===== config.mk =====
export PLATFORM = sky130hd
export DESIGN_NAME = alu_exec_core
export DESIGN_NICKNAME = d
export VERILOG_FILES = /design/src/rtl/alu_exec_core_pkg.sv /design/src/rtl/alu_exec_core_input_mux.sv /design/src/rtl/alu_exec_core.sv
export SDC_FILE = /design/constraint.sdc
export NUM_CORES = 1
export LEC_CHECK = 0
export CORE_MARGIN = 2
export CORE_UTILIZATION = 35
export DETAILED_ROUTE_END_ITERATION = 10
export SLEW_MARGIN = 20
export SYNTH_ARGS = -nofsm -noshare
export SYNTH_HDL_FRONTEND = slang
export SYNTH_SLANG_ARGS = --single-unit

===== constraint.sdc =====
create_clock -name clock -period 10.9 [get_ports clock]
set_clock_uncertainty 0.05 [all_clocks]
set_input_delay 1.635 -clock clock [delete_from_list [all_inputs] [get_ports clock]]
set_output_delay 1.635 -clock clock [all_outputs]
set_load 0.02 [all_outputs]

===== src/rtl/alu_exec_core_pkg.sv =====
// Shared encodings for the ALU execute stage: operation codes, operand
// source selects and flag bit positions.
package alu_exec_core_pkg;

    // alu_operation_select values
    localparam logic OP_ARITH = 1'b0;
    localparam logic OP_LOGIC = 1'b1;

    // Arithmetic group (alu_operation_select = 0)
    localparam logic [1:0] ALU_ADD  = 2'b00;
    localparam logic [1:0] ALU_SUB  = 2'b01;
    localparam logic [1:0] ALU_MUL  = 2'b10;
    localparam logic [1:0] ALU_PASS = 2'b11;

    // Logic group (alu_operation_select = 1)
    localparam logic [1:0] ALU_AND  = 2'b00;
    localparam logic [1:0] ALU_OR   = 2'b01;
    localparam logic [1:0] ALU_XOR  = 2'b10;
    localparam logic [1:0] ALU_SHL  = 2'b11;

    // Operand source selects; every code from SEL_ZERO upward yields zero
    localparam logic [4:0] SEL_IDEX_OWN  = 5'd0;
    localparam logic [4:0] SEL_EXMEM_TOP = 5'd1;
    localparam logic [4:0] SEL_EXMEM_BOT = 5'd2;
    localparam logic [4:0] SEL_MEMWB_TOP = 5'd3;
    localparam logic [4:0] SEL_MEMWB_BOT = 5'd4;
    localparam logic [4:0] SEL_IDEX_OPP  = 5'd5;
    localparam logic [4:0] SEL_ZERO      = 5'd6;

    // Flag vector bit positions
    localparam int FLAG_Z = 0;
    localparam int FLAG_C = 1;
    localparam int FLAG_N = 2;

endpackage


===== src/rtl/alu_exec_core_input_mux.sv =====
// Two-lane forwarding mux. Lane 0 is the top operand, lane 1 the bottom;
// both lanes decode the same select encoding, differing only in which
// ID/EX operand counts as "own" and which as "opposite".
import alu_exec_core_pkg::*;

module alu_input_mux #(
    parameter int DATA_W = 8
) (
    input  logic [4:0]        top_sel,
    input  logic [4:0]        bot_sel,
    input  logic [DATA_W-1:0] idex_top,
    input  logic [DATA_W-1:0] idex_bot,
    input  logic [DATA_W-1:0] exmem_top,
    input  logic [DATA_W-1:0] exmem_bot,
    input  logic [DATA_W-1:0] memwb_top,
    input  logic [DATA_W-1:0] memwb_bot,
    output logic [DATA_W-1:0] top_op,
    output logic [DATA_W-1:0] bot_op
);

    logic [1:0][4:0]        sel;
    logic [1:0][DATA_W-1:0] own;
    logic [1:0][DATA_W-1:0] opp;
    logic [1:0][DATA_W-1:0] res;

    assign sel = {bot_sel, top_sel};
    assign own = {idex_bot, idex_top};
    assign opp = {idex_top, idex_bot};

    for (genvar g = 0; g < 2; g++) begin : g_lane
        logic [DATA_W-1:0] lane_res;

        // Per-lane source decode; unused codes fall through to zero
        always_comb begin
            lane_res = '0;
            case (sel[g])
                SEL_IDEX_OWN:  lane_res = own[g];
                SEL_EXMEM_TOP: lane_res = exmem_top;
                SEL_EXMEM_BOT: lane_res = exmem_bot;
                SEL_MEMWB_TOP: lane_res = memwb_top;
                SEL_MEMWB_BOT: lane_res = memwb_bot;
                SEL_IDEX_OPP:  lane_res = opp[g];
                default:       lane_res = '0;
            endcase
        end

        assign res[g] = lane_res;
    end

    assign top_op = res[0];
    assign bot_op = res[1];

endmodule


===== src/rtl/alu_exec_core.sv =====
// ALU execute stage: operand forwarding, optional top inversion, 8-bit
// arithmetic/logic ALU with a full-width multiply, combinational flags and
// a one-cycle registered copy of those flags.
import alu_exec_core_pkg::*;

module alu_exec_core #(
    parameter int DATA_W = 8
) (
    input  logic                  clock,
    input  logic                  nreset,
    input  logic [4:0]            alu_top_sel,
    input  logic [4:0]            alu_bot_sel,
    input  logic [DATA_W-1:0]     data_in_top,
    input  logic [DATA_W-1:0]     data_in_bot,
    input  logic [DATA_W-1:0]     ex_mem_data_top,
    input  logic [DATA_W-1:0]     ex_mem_data_bot,
    input  logic [DATA_W-1:0]     mem_wb_data_top,
    input  logic [DATA_W-1:0]     mem_wb_data_bot,
    input  logic                  invert_top,
    input  logic                  alu_operation_select,
    input  logic [1:0]            alu_operation,
    output logic [2*DATA_W-1:0]   alu_out,
    output logic [2:0]            flags_out,
    output logic [2:0]            cur_flags
);

    logic [DATA_W-1:0]   top_sel_op;
    logic [DATA_W-1:0]   t_op;
    logic [DATA_W-1:0]   b_op;
    logic [DATA_W:0]     sum_w;
    logic [DATA_W:0]     diff_w;
    logic [2*DATA_W-1:0] prod;
    logic [DATA_W-1:0]   res;
    logic                carry;
    logic                is_mul;

    alu_input_mux #(.DATA_W(DATA_W)) u_mux (
        .top_sel   (alu_top_sel),
        .bot_sel   (alu_bot_sel),
        .idex_top  (data_in_top),
        .idex_bot  (data_in_bot),
        .exmem_top (ex_mem_data_top),
        .exmem_bot (ex_mem_data_bot),
        .memwb_top (mem_wb_data_top),
        .memwb_bot (mem_wb_data_bot),
        .top_op    (top_sel_op),
        .bot_op    (b_op)
    );

    assign t_op = top_sel_op ^ {DATA_W{invert_top}};

    // Shared arithmetic; diff_w[DATA_W] is the borrow (B < T unsigned)
    assign sum_w  = {1'b0, b_op} + {1'b0, t_op};
    assign diff_w = {1'b0, b_op} - {1'b0, t_op};
    assign prod   = {{DATA_W{1'b0}}, b_op} * {{DATA_W{1'b0}}, t_op};
    assign is_mul = (alu_operation_select == OP_ARITH) && (alu_operation == ALU_MUL);

    // Low-byte result and carry for every operation
    always_comb begin
        res   = '0;
        carry = 1'b0;
        if (alu_operation_select == OP_ARITH) begin
            case (alu_operation)
                ALU_ADD:  {carry, res} = sum_w;
                ALU_SUB:  {carry, res} = diff_w;
                ALU_MUL: begin
                    res   = prod[DATA_W-1:0];
                    carry = |prod[2*DATA_W-1:DATA_W];
                end
                ALU_PASS: res = t_op;
                default:  res = '0;
            endcase
        end else begin
            case (alu_operation)
                ALU_AND: res = b_op & t_op;
                ALU_OR:  res = b_op | t_op;
                ALU_XOR: res = b_op ^ t_op;
                ALU_SHL: begin
                    res   = {t_op[DATA_W-2:0], 1'b0};
                    carry = t_op[DATA_W-1];
                end
                default: res = '0;
            endcase
        end
    end

    // MUL exposes the full product; everything else packs carry above the byte
    assign alu_out = is_mul ? prod : {{(DATA_W-1){1'b0}}, carry, res};

    // Flags: Z over the whole output, N from the top bit of the active width
    always_comb begin
        flags_out         = '0;
        flags_out[FLAG_Z] = (alu_out == '0);
        flags_out[FLAG_C] = carry;
        flags_out[FLAG_N] = is_mul ? alu_out[2*DATA_W-1] : alu_out[DATA_W-1];
    end

    // Registered flags, loaded every edge, cleared asynchronously
    always_ff @(posedge clock or negedge nreset) begin
        if (!nreset) cur_flags <= '0;
        else         cur_flags <= flags_out;
    end

endmodule


# Word level (Yosys, flattened, before mapping)
# Cells that the tools add are included.
[word_totals]
reg_bits = 3
in_bits = 64
wordCells = 38
[op_classes]
addsub = 2
n_mul = 1
n_eq_ne = 13
n_mux = 10
bitwise_logic = 5
n_reduce_logical = 6
[op_table]
columns = ["op", "n"]
rows = [
  ["8-bit one-hot mux with 6 select lines", 2],
  ["8-bit one-hot mux with 4 select lines", 2],
  ["5-bit by 2-bit == test with 1-bit output, second input constant", 4],
  ["5-bit by 3-bit == test with 1-bit output, second input constant", 4],
  ["16-bit zero test", 1],
  ["8-bit by 8-bit multiplier with 16-bit output", 1],
  ["16-bit two-way mux", 1],
  ["8-bit bitwise XOR", 2],
  ["5-bit by 1-bit == test with 1-bit output, second input constant", 2],
  ["5-bit zero test", 2],
  ["8-bit by 8-bit adder with 9-bit output", 1],
  ["8-bit by 8-bit subtractor with 9-bit output", 1],
  ["8-bit AND", 1],
  ["8-bit two-way mux", 1],
  ["8-bit bitwise OR", 1],
  ["8-bit OR reduction", 1],
  ["2-bit == test, second input constant", 2],
  ["1-bit two-way mux", 3],
  ["1-bit one-hot mux with 3 select lines", 1],
  ["2-bit by 1-bit == test with 1-bit output, second input constant", 1],
  ["2-bit zero test", 1],
  ["1-bit logical AND", 1],
  ["1-bit inverter", 1],
]

# Depth between registers and ports, before layout
[depth]
depth_word = 9
ltp_mapped = 28
ltp_nobuf = 26

# Cells and area by module
# Synthesis repeated with hierarchy kept, for this count alone.
[hier_totals]
hier_cells = 591
area_unflattened_um2 = 4718.3
[modules_own_cells]
columns = ["mod", "n_inst", "cells_each", "area_each_um2"]
rows = [
  ["alu_exec_core", 1, 495, 3871.2],
  ["alu_input_mux", 1, 96, 847.1],
]

# Least setup slack after synthesis
# OpenSTA, ideal clock, no wires.
[synth_path]
path_kind = "in2out"
startpoint = "input alu_top_sel[2]"
endpoint = "output flags_out[0]"
t_arrival_ns = 7.742
required_time_ns = 9.215
path_slack_ns = 1.473
stages = 25
path_buffers = 1
cell_sequence = "buf_4 > nor2b_1 > and3b_1 > a221oi_1 > nand2_1 > xnor2_1 > nor2_1 > fa_1 > inv_1 > fa_1 > inv_1 > fa_1 > inv_1 > fa_1 > inv_1 > ha_1 > o21ai_0 > o21bai_1 > a21oi_1 > o21bai_1 > xnor2_1 > nor2_1 > nor4_2 > nand4bb_1 > a2111oi_2"
[synth_between]
word_cells_on_any_way = 23
[synth_rtl]
columns = ["item", "line_no", "rtl"]
rows = [
  ["from (decl)", "alu_exec_core.sv:11", "input logic [4:0] alu_top_sel,"],
  ["5-bit by 3-bit == test with 1-bit output, or another cell as far along", "alu_exec_core_input_mux.sv:36", "case (sel[g])"],
  ["8-bit one-hot mux with 6 select lines (*)", "alu_exec_core_input_mux.sv:36", ""],
  ["8-bit bitwise XOR (*)", "alu_exec_core.sv:50", "assign t_op = top_sel_op ^ {DATA_W{invert_top}};"],
  ["8-bit by 8-bit multiplier with 16-bit output (*)", "alu_exec_core.sv:55", "assign prod = {{DATA_W{1'b0}}, b_op} * {{DATA_W{1'b0}}, t_op};"],
  ["16-bit two-way mux (*)", "alu_exec_core.sv:88", "assign alu_out = is_mul ? prod : {{(DATA_W-1){1'b0}}, carry, res};"],
  ["net alu_out[11]", "alu_exec_core.sv:22", "output logic [2*DATA_W-1:0] alu_out,"],
  ["16-bit zero test (*)", "alu_exec_core.sv:93", "flags_out[FLAG_Z] = (alu_out == '0);"],
  ["to (decl)", "alu_exec_core.sv:23", "output logic [2:0] flags_out,"],
]
# The timed path passes the listed nets; every way through them passes the cells marked *.

# Worst setup path after layout
[layout_path]
startpoint = "input alu_top_sel[4]"
endpoint = "output flags_out[1]"
[layout_between]
elab_chain_len = 7
word_cells_on_any_way = 15
[layout_lines]
columns = ["item", "line_no", "rtl"]
rows = [
  ["5-bit by 3-bit == test with 1-bit output, or another cell as far along", "alu_exec_core_input_mux.sv:36", ""],
  ["8-bit one-hot mux with 6 select lines (*)", "alu_exec_core_input_mux.sv:36", ""],
  ["8-bit bitwise XOR (*)", "alu_exec_core.sv:50", ""],
  ["8-bit by 8-bit multiplier with 16-bit output", "alu_exec_core.sv:55", ""],
  ["8-bit OR reduction", "alu_exec_core.sv:68", "carry = |prod[2*DATA_W-1:DATA_W];"],
  ["1-bit one-hot mux with 3 select lines", "alu_exec_core.sv:63", "case (alu_operation)"],
  ["1-bit two-way mux (*)", "alu_exec_core.sv:62", "if (alu_operation_select == OP_ARITH) begin"],
]
# Every way passes the cells marked *; elsewhere a longest branch is shown, timed or not.

==> reports/results.env <==
STATUS='finished, final reports clean'
FILL_CELLS=1293
INITIAL_ANTENNA_VIOLATION_COUNT=0
SYNTHESIZED_CELL_AREA_UM2=4540
FIN_TNS_SETUP_NS=0
CLOCK_ROOT_BUFFER_MASTER='sky130_fd_sc_hd__clkbuf_16'
SYNTH.TOP_CELL.AREA_SHARE_PCT=16.7
DRT.ANTENNA.VIOLATING_NETS=0
CRITPATHCAPTURETYPE='primary output'
LEADING_POST_SYNTHESIS_CELLS_BY_CELL_AREA='sky130_fd_sc_hd__fa_1, sky130_fd_sc_hd__ha_1, sky130_fd_sc_hd__inv_1'
GRT_UTIL_ALL_LAYERS_PCT=24.0
MAXSLEWVIOLCOUNT=0
CTSHOLDBUFFERS=0
VDD_IR_DROP_MAX_mV=0.0468
WIRE_LENGTH_OF_THE_FIRST_GLOBAL_ROUTING_PASS_UM=26900
LAYOUTNONFILLERINSTCOUNT=865
FP-ROW-COUNT=41
SYNTH_LARGEST_AREA_CELL='sky130_fd_sc_hd__fa_1'
REG.LARGEST.LIST='cur_flags x3'
CRITPATHARRIVALTIME_NS=8.79
PORTBUFFERS=85
POSTSYNTHCELLCOUNT=598
FLOORPLAN.INITIALDENSITY_PCT=36.0
SYNTHTOLAYOUTAREAGROWTH_PCT=27.9
SYN_AREA_PER_CELL_UM2=7.60
CLOCK_H_TREE_LEVELS=1
BASIC_GATE_SHARE_OF_THE_SYNTHESIZED_AREA_COUNTING_AND_OR_NAND_AND_NOR_CELLS_PCT=21.8
OVERFLOW=0
LEAKAGEPOWER_nW=2.81
ROUTEDWLPERCELL_UM=19.1
YS_WARN_COUNT=0
SLEW_HEADROOM_PCT=34.5
SYNTH.NET_COUNT=760
FIRST_GLOBAL_VIAS=5115
CLOCK_PATH_BUFFERS=2
GPL.FINAL_WEIGHTED_CONGESTION=0.971
ANTENNADIODECOUNT=0
RSZ0062_AT_GRT='false'
PRECTSSETUPSLACK_NS=0.114
CTS_SETUP_BUFFERS=0
SYNTH.TOP_CELLS.BY_COUNT='sky130_fd_sc_hd__inv_1, sky130_fd_sc_hd__nor2_1, sky130_fd_sc_hd__ha_1, sky130_fd_sc_hd__nand2_1, sky130_fd_sc_hd__fa_1'
DRIVE_GT1_SHARE_PCT=8.80
SYNTHMUXAREASHARE_PCT=2.56
NETS=856
PWR_DENSITY_CELL_nW_PER_UM2=60.5
POST_SYNTH_XOR_AREA_FRACTION_PCT=5.92
WORSTPATHREQUIRED_NS=9.22
ROUTE.FINAL.WIRE_LENGTH_UM=16500
YS_TYPES=80
SYNTHFLOPTYPE='sky130_fd_sc_hd__dfrtp_1'
REGMOSTFLOPS='cur_flags'
CTS_BUFFERS=3
DRCVIOLATIONCOUNT=0
DRTITER0DRC=404
PERIOD_SHARE_PCT=96.1
SYNTH_TOP_FAMILY_BY_AREA='adder cells'
CLOCK_SINKS=3
FINAL_HOLD_FAILS=0
UTILIZATION_PCT=46.0
HOLD_WS_NS=1.55
SETUP_VIOL=0
NUMBER_OF_ITERATIONS_IN_THE_FIRST_DETAILED_ROUTING_PASS=5
CLOCK_TREE_FROM_TRITONCTS='done'
LARGEST_REGISTER_FFS=3
CRITICALPATHCATEGORY='in2out'
ROUTED_VIA_DENSITY=5.80
GRT_MAX_DEGREE=26
PLACE.DETAILED.INSTANCES=861
DIE-AREA_UM2=13900
WORST_PIN_SLEW_NS=0.979
CRIT_FANOUT=10
DETAILED_PLACE_HPWL_UM=13700
YOSYSMOSTFREQUENTCELL='sky130_fd_sc_hd__inv_1'
MIN_PERIOD_NS=10.47
FP.COREAREA_UM2=12600
ADDER_CELL_SHARE_OF_THE_SYNTHESIZED_AREA_PCT=33.3
MIN_DELAY_WORST_TYPE='in2async'
MAX_CAP_VIOL_COUNT=0
CP-START-KIND='input port'
SEQ_AREA_FRAC_SYNTH_PCT=1.65
DIE_Y_UM=118
SYNTH-EDFF-COUNT=0
LAYOUT_SETUP_WS_NS=0.429
YS_SEQ_ELEMENTS=3
SYNTHARSTFLOPSHARE_PCT=100
SYNTH_COMPOUND_AREA_SHARE_PCT=25.1
CLK_PIN_SLEW_WORST_PATHS_NS=0.03
DESIGN.PORTCOUNT=86
DR_TOTAL_VIAS=5021
FMAXACHIEVABLE_MHz=95.5
DIE_EXTENT_IN_X_UM=118
## worst max-delay path, stage by stage
cell                              delay (ns)
sky130_fd_sc_hd__clkdlybuf4s50_1        0.59
sky130_fd_sc_hd__or4_4                  0.67
sky130_fd_sc_hd__o32ai_1                0.32
sky130_fd_sc_hd__nand4b_4               0.21
sky130_fd_sc_hd__xnor2_2                0.29
sky130_fd_sc_hd__inv_1                  0.16
sky130_fd_sc_hd__ha_1                   0.28
sky130_fd_sc_hd__inv_1                  0.12
sky130_fd_sc_hd__fa_1                   0.42
sky130_fd_sc_hd__inv_1                  0.11
sky130_fd_sc_hd__fa_1                   0.41
sky130_fd_sc_hd__fa_1                   0.49
sky130_fd_sc_hd__inv_1                  0.05
sky130_fd_sc_hd__fa_1                   0.53
sky130_fd_sc_hd__inv_1                  0.04
sky130_fd_sc_hd__ha_1                   0.23
sky130_fd_sc_hd__or4_1                  0.56
sky130_fd_sc_hd__nand4_1                0.11
sky130_fd_sc_hd__o21ai_0                0.07
sky130_fd_sc_hd__a31o_2                 0.22
sky130_fd_sc_hd__nand3_1                0.22
sky130_fd_sc_hd__nor3_1                 0.08
sky130_fd_sc_hd__o21bai_1               0.28
sky130_fd_sc_hd__clkdlybuf4s50_1        0.66
## final timing paths
path / from / endpoint
worst max-delay path: alu_top_sel[4] / flags_out[1]
worst min-delay path: nreset / cur_flags[1]
max in group asynchronous: nreset / cur_flags[0]
min in group clock: alu_top_sel[1] / cur_flags[2]
## cell families (layout without fill, tap and decap cells)
family	Yosys count	after routing
flip-flops	3	3
multiplexers	11	11
AO/OA/AOI/OAI	156	156
XOR/XNOR	26	26
AND/OR/NAND/NOR	197	197
adder cells (fa/ha/maj)	98	98
buffers and inverters	107	202
## metrics by stage
step	cell area, um^2	total power [mW]
after floorplan	4540	0.186
after global placement	5700	0.288
after detailed placement	5700	0.289
after CTS	5780	0.348
after global routing	5810	0.380
final	5810	0.351
## cell usage in the layout, fill, tap and decap left out, types with 15 or more instances in the layout
cell type,instances
sky130_fd_sc_hd__a22oi_1,19
sky130_fd_sc_hd__nor2_1,79
sky130_fd_sc_hd__a21oi_1,26
sky130_fd_sc_hd__o21ai_0,27
sky130_fd_sc_hd__ha_1,60
sky130_fd_sc_hd__clkdlybuf4s50_1,81
sky130_fd_sc_hd__xnor2_1,17
sky130_fd_sc_hd__nor3_1,15
sky130_fd_sc_hd__inv_1,81
sky130_fd_sc_hd__fa_1,38
sky130_fd_sc_hd__nand2_1,42
sky130_fd_sc_hd__buf_4,28
## repair_timing
action,in CTS,in global routing
endpoints found under the setup margin,0,2
gates resized for setup,0,7
hold endpoints to repair,0,0
## layout make-up
class,instances,area [um^2],share of cell area [%]
Inverter,85,319,5.49
Tap cell,172,215,3.71
Sequential cell,3,75.1,1.29
Clock buffer,4,78.8,1.36
Timing Repair Buffer,113,1070,18.4
Multi-Input combinational cell,488,4050,69.7
## per-layer routing
layer | GRT usage, % | share of wire, %
met1 | 31.7 | 42
met2 | 41.1 | 47
met3 | 2.08 | 6.8
met4 | 8.43 | 3.3
met5 | 0 | 0
## report_power, final
part	leakage (nW)	switching (mW)	total, mW	internal, mW
registers	0.0385	0.000243	0.0126	0.0123
clock network	0.0382	0.00922	0.0574	0.0482
logic	2.73	0.163	0.281	0.118
total	2.81	0.173	0.351	0.179
(Power assumes the default switching activity.)
==> edit 1, RTL diff (same settings) <==
`DATA_W` is set to 8 in 2 places; all go to 7.
--- a/src/rtl/alu_exec_core_input_mux.sv
+++ b/src/rtl/alu_exec_core_input_mux.sv
@@ -4,7 +4,7 @@
 import alu_exec_core_pkg::*;
 
 module alu_input_mux #(
-    parameter int DATA_W = 8
+    parameter int DATA_W = 7
 ) (
     input  logic [4:0]        top_sel,
     input  logic [4:0]        bot_sel,
--- a/src/rtl/alu_exec_core.sv
+++ b/src/rtl/alu_exec_core.sv
@@ -4,7 +4,7 @@
 import alu_exec_core_pkg::*;
 
 module alu_exec_core #(
-    parameter int DATA_W = 8
+    parameter int DATA_W = 7
 ) (
     input  logic                  clock,
     input  logic                  nreset,
Ports: changed (7 resized); port bits go from 86 to 78. No check against the original RTL was run, so the function may have changed too.
==> edit 1 against the original RTL <==
  * Fmax rose by 0.47%
  * Design area fell by 16%
  * Setup slack improved by 0.049 ns
  * Wire length fell by 19%
  * Sequential cell count did not move
  * Total power fell by 21%
  * Core utilization fell by 0.63 points
  * Synthesized area fell by 15%
  * Synthesized cell count fell by 13%
  * Cell count fell by 15%
  * First-iteration DRC count fell by 23%
  * Clock power fell by 44%
==> edit 1: results (changes against the original RTL) <==
Global routing
  • Global-route wire length before repair: 21,600 um (-20%)
  • Met2 Use GR: 39.0% (-2.1 points)
  • GR Util All Layers: 23.3% (-0.79 points)
  • Met1 usage in global routing: 32.0% (+0.35 points)
  • GR Util met3: 2.03% (-0.051 points)
  • Initial antenna violation count: 0 (unchanged)
  • Largest net degree at the start of global routing: 36 (+38%)

Finish
  • Invs w/o clock: 49 (-42%)
  • Multi-In Gates: 445 (-8.8%)
  • Non-clk bufs: 97 (-14%)
  • Share of cells above drive strength 1: 9.70% (+0.90 points)
  • Fillers: 1,069 (-17%)
  • Synthesis-to-finish area growth: 27.1%
  • Final nets: 736 (-14%)
  • Signal buffers share of area: 19.0% (+0.51 points)
  • Multi-input gate area: 3490 um2 (-14%)
  • Clock-cell share: 0.920% (-0.44 points)

Logic synthesis
  • Cells after Synth: 520 (-13%)
  • Post-synthesis compound-gate area fraction: 21.0% (-4.1 points)
  • Syn nets: 657 (-14%)
  • Xor/xnor cell area share of the yosys netlist: 5.68% (-0.24 points)
  • Sequential area share after synthesis: 1.95% (+0.29 points)
  • Mux contribution to synthesized area: 5.71% (+3.2 points)
  • Top post-synthesis cells by count: nor2_1 (69), ha_1 (53), nand2_1 (49)
  • Yosys warns: 0 (unchanged)
  • Top_reg_cell synth: dfrtp_1
  • Yosys cell types: 77 (-3.8%)
  • Post-Synth Adder-Cell Area: 30.7% (-2.6 points)
  • Synth area leaders: ha_1 (17%), fa_1 (14%), nor2_1 (6.7%), nand2_1 (4.8%), a21oi_1 (4.5%)

Place
  • DP Area: 4810 um2 (-16%)
  • RD Place Congestion: 1.03 (+6.0%)
  • Pre-CTS setup slack: 0.246 ns (+0.132 ns)
  • Placed Cells incl. Taps: 731 (-15%)
  • Hpwl dp: 11,300 um (-18%)
  • IO buf count: 77 (-9.4%)

Worst setup path
  • Slowest-stage cell, CP: or4b_2
  • CP Launch Point: alu_bot_sel[4]
  • CP max FO: 7 (-3)
  • Crit path largest cell delay: 0.81 ns (+0.14 ns)
  • Cell family with most CP delay: adder cells
  • CP arrival: 8.74 ns (-0.05 ns)

Detailed routing
  • Vias: 4,193 (-16%)
  • Routed wl met2: 6330 um (-19%)
  • DR vias/cell: 5.68 (-2.1%)
  • Met1 Wirelength: 5780 um (-18%)
  • Routed Wire Length: 13,400 um (-19%)
  • Met3 wire length: 909 um (-19%)
  • First DRT Iteration DRCs: 312 (-23%)

Pwr
  • Pleak: 2.24 nW (-20%)
  • Peak VDD IR: 0.0000303 V (-35%)

Clock network
  • Root buffer cell: clkbuf_8

Worst hold path
  • Hold Path Class: primary input to asynchronous set/reset pin

Run status
  • Status: finished, final reports clean

Die
  • DIE AREA: 11,900 um2 (-15%)

STA
  • Final hold slack: 1.55 ns (+0.00136 ns)
  • Tightest Pin Transition: 0.918 ns (-0.0608 ns)
[edit 1: changes by cell type after synthesis, sizes merged, moves of 8 or more]
cell,delta
inv,-35
a22oi,-17
fa,-12
a21oi,+11
nor2,-11
a221oi,-10
xnor2,-10
nor2b,+8
[edit 1: worst max path at each step]
| stage | to | slack [ns] | cells after the start |
|---|---|---|---|
| after CTS | flags_out[0] | 0.22 | 24 |
| after detailed placement | flags_out[0] | 0.25 | 24 |
| after global routing | flags_out[0] | 0.03 | 25 |
| after global placement | flags_out[0] | 0.36 | 25 |
| final | flags_out[0] | 0.48 | 25 |
| after floorplan | flags_out[0] | 1.18 | 25 |
[edit 1: report_power, final]
group          switching (mW)  internal (mW)  total (mW)
clock                 0.00728         0.0249      0.0322
combinational           0.131          0.101       0.232
sequential           0.000269         0.0125      0.0127
total                   0.139          0.138       0.277
==> edit 2, RTL diff (config.mk and constraints unchanged) <==
Without the edit above. Reset style: synchronous (`nreset`), changed in one clocked block. Comments in the files are not updated.
--- a/src/rtl/alu_exec_core.sv
+++ b/src/rtl/alu_exec_core.sv
@@ -96,7 +96,7 @@
     end
 
     // Registered flags, loaded every edge, cleared asynchronously
-    always_ff @(posedge clock or negedge nreset) begin
+    always_ff @(posedge clock) begin
         if (!nreset) cur_flags <= '0;
         else         cur_flags <= flags_out;
     end
Function: changed (a bounded check fails within 4 cycles, from zero or initial values and one cycle with nreset low; the reset may be asserted at any time).
==> edit 2 against the original RTL <==
  * Setup slack worse by 0.051 ns
  * Via count is 4.3% lower
  * Cell count down 1.6%
  * Design area grew 1.2%
  * Count of clock-buffer cells in the layout did not move
  * Wire length shrank 7.1%
  * First-iteration DRC count decreased by 0.25%
  * Sequential cell count unchanged
  * Fmax shrank 0.48%
  * Largest power group unchanged
  * Core utilization shrank 1.3 points
  * Synthesized area grew 2.6%
  * Total power is 5.2% higher
==> edit 2: results (changes against the original RTL) <==
Detailed routing
  • First DRT Iteration DRCs: 403 (-0.25%)
  • Met3 wire length: 581 um (-48%)
  • Met1 Wirelength: 6900 um (-1.8%)

Logic synthesis
  • Cells after Synth: 586 (-2.0%)
  • Synth area leaders: fa_1 (16%), ha_1 (16%), nor2_1 (6.4%), inv_1 (6.0%), mux4_2 (3.4%)
  • Syn nets: 748 (-1.6%)

Global routing
  • Vias in the first global route: 5,015 (-2.0%)
  • Largest net degree at the start of global routing: 40 (+54%)
  • Global-route wire length before repair: 25,100 um (-6.8%)

Run status
  • Status: finished, final reports clean

Finish
  • Invs w/o clock: 79 (-7.1%)
  • Final nets: 838 (-2.1%)
  • Multi-input gate area: 4170 um2 (+3.0%)
  • Fillers: 1,331 (+2.9%)
  • Clock-cell share: 1.34% (-0.016 points)
  • Signal buffers share of area: 17.9% (-0.52 points)
  • Share of cells above drive strength 1: 11.6% (+2.8 points)

Worst setup path
  • CP arrival: 8.84 ns (+0.05 ns)

Pwr
  • Int Power: 190 uW (+6.5%)
  • Cell Pwr Density: 62.9 nW/um2 (+3.9%)
  • Sw Ratio: 48.5% (-0.62 points)

Place
  • DP Area: 5750 um2 (+0.92%)
  • Pre-CTS setup slack: -0.0129 ns (-0.127 ns)
  • Hpwl dp: 12,600 um (-7.9%)
  • Placed Cells incl. Taps: 845 (-1.9%)
## edit 2: changes by cell type after synthesis, moves of 6 or more
cell,change
mux4_2,+7
a22o_1,+9
a22oi_1,-14
nand2_1,-10
inv_1,-6
o21ai_0,-6
a21o_1,-9
xnor2_1,-6
nor2b_1,+6
mux2_2,+8
## edit 2: kinds of logic (layout without fill, tap and decap cells)
logic type               after synthesis  count (layout)  share of synthesized area (%)
AND/OR/NAND/NOR                      187             187                           20.2
buffers and inverters                106             195                           9.97
AO/OA/AOI/OAI                        148             148                           24.3
XOR/XNOR                              24              24                           5.40
adder cells (fa/ha/maj)               98              98                           32.4
flip-flops                             3               3                           1.29
multiplexers                          20              20                           6.42
## edit 2: path summary, 6_finish.rpt
kind                           start      endpoint  slack, ns  cells after the start
worst min-delay path          nreset  cur_flags[1]       2.01                      2
worst max-delay path  alu_bot_sel[1]  flags_out[0]       0.38                     26
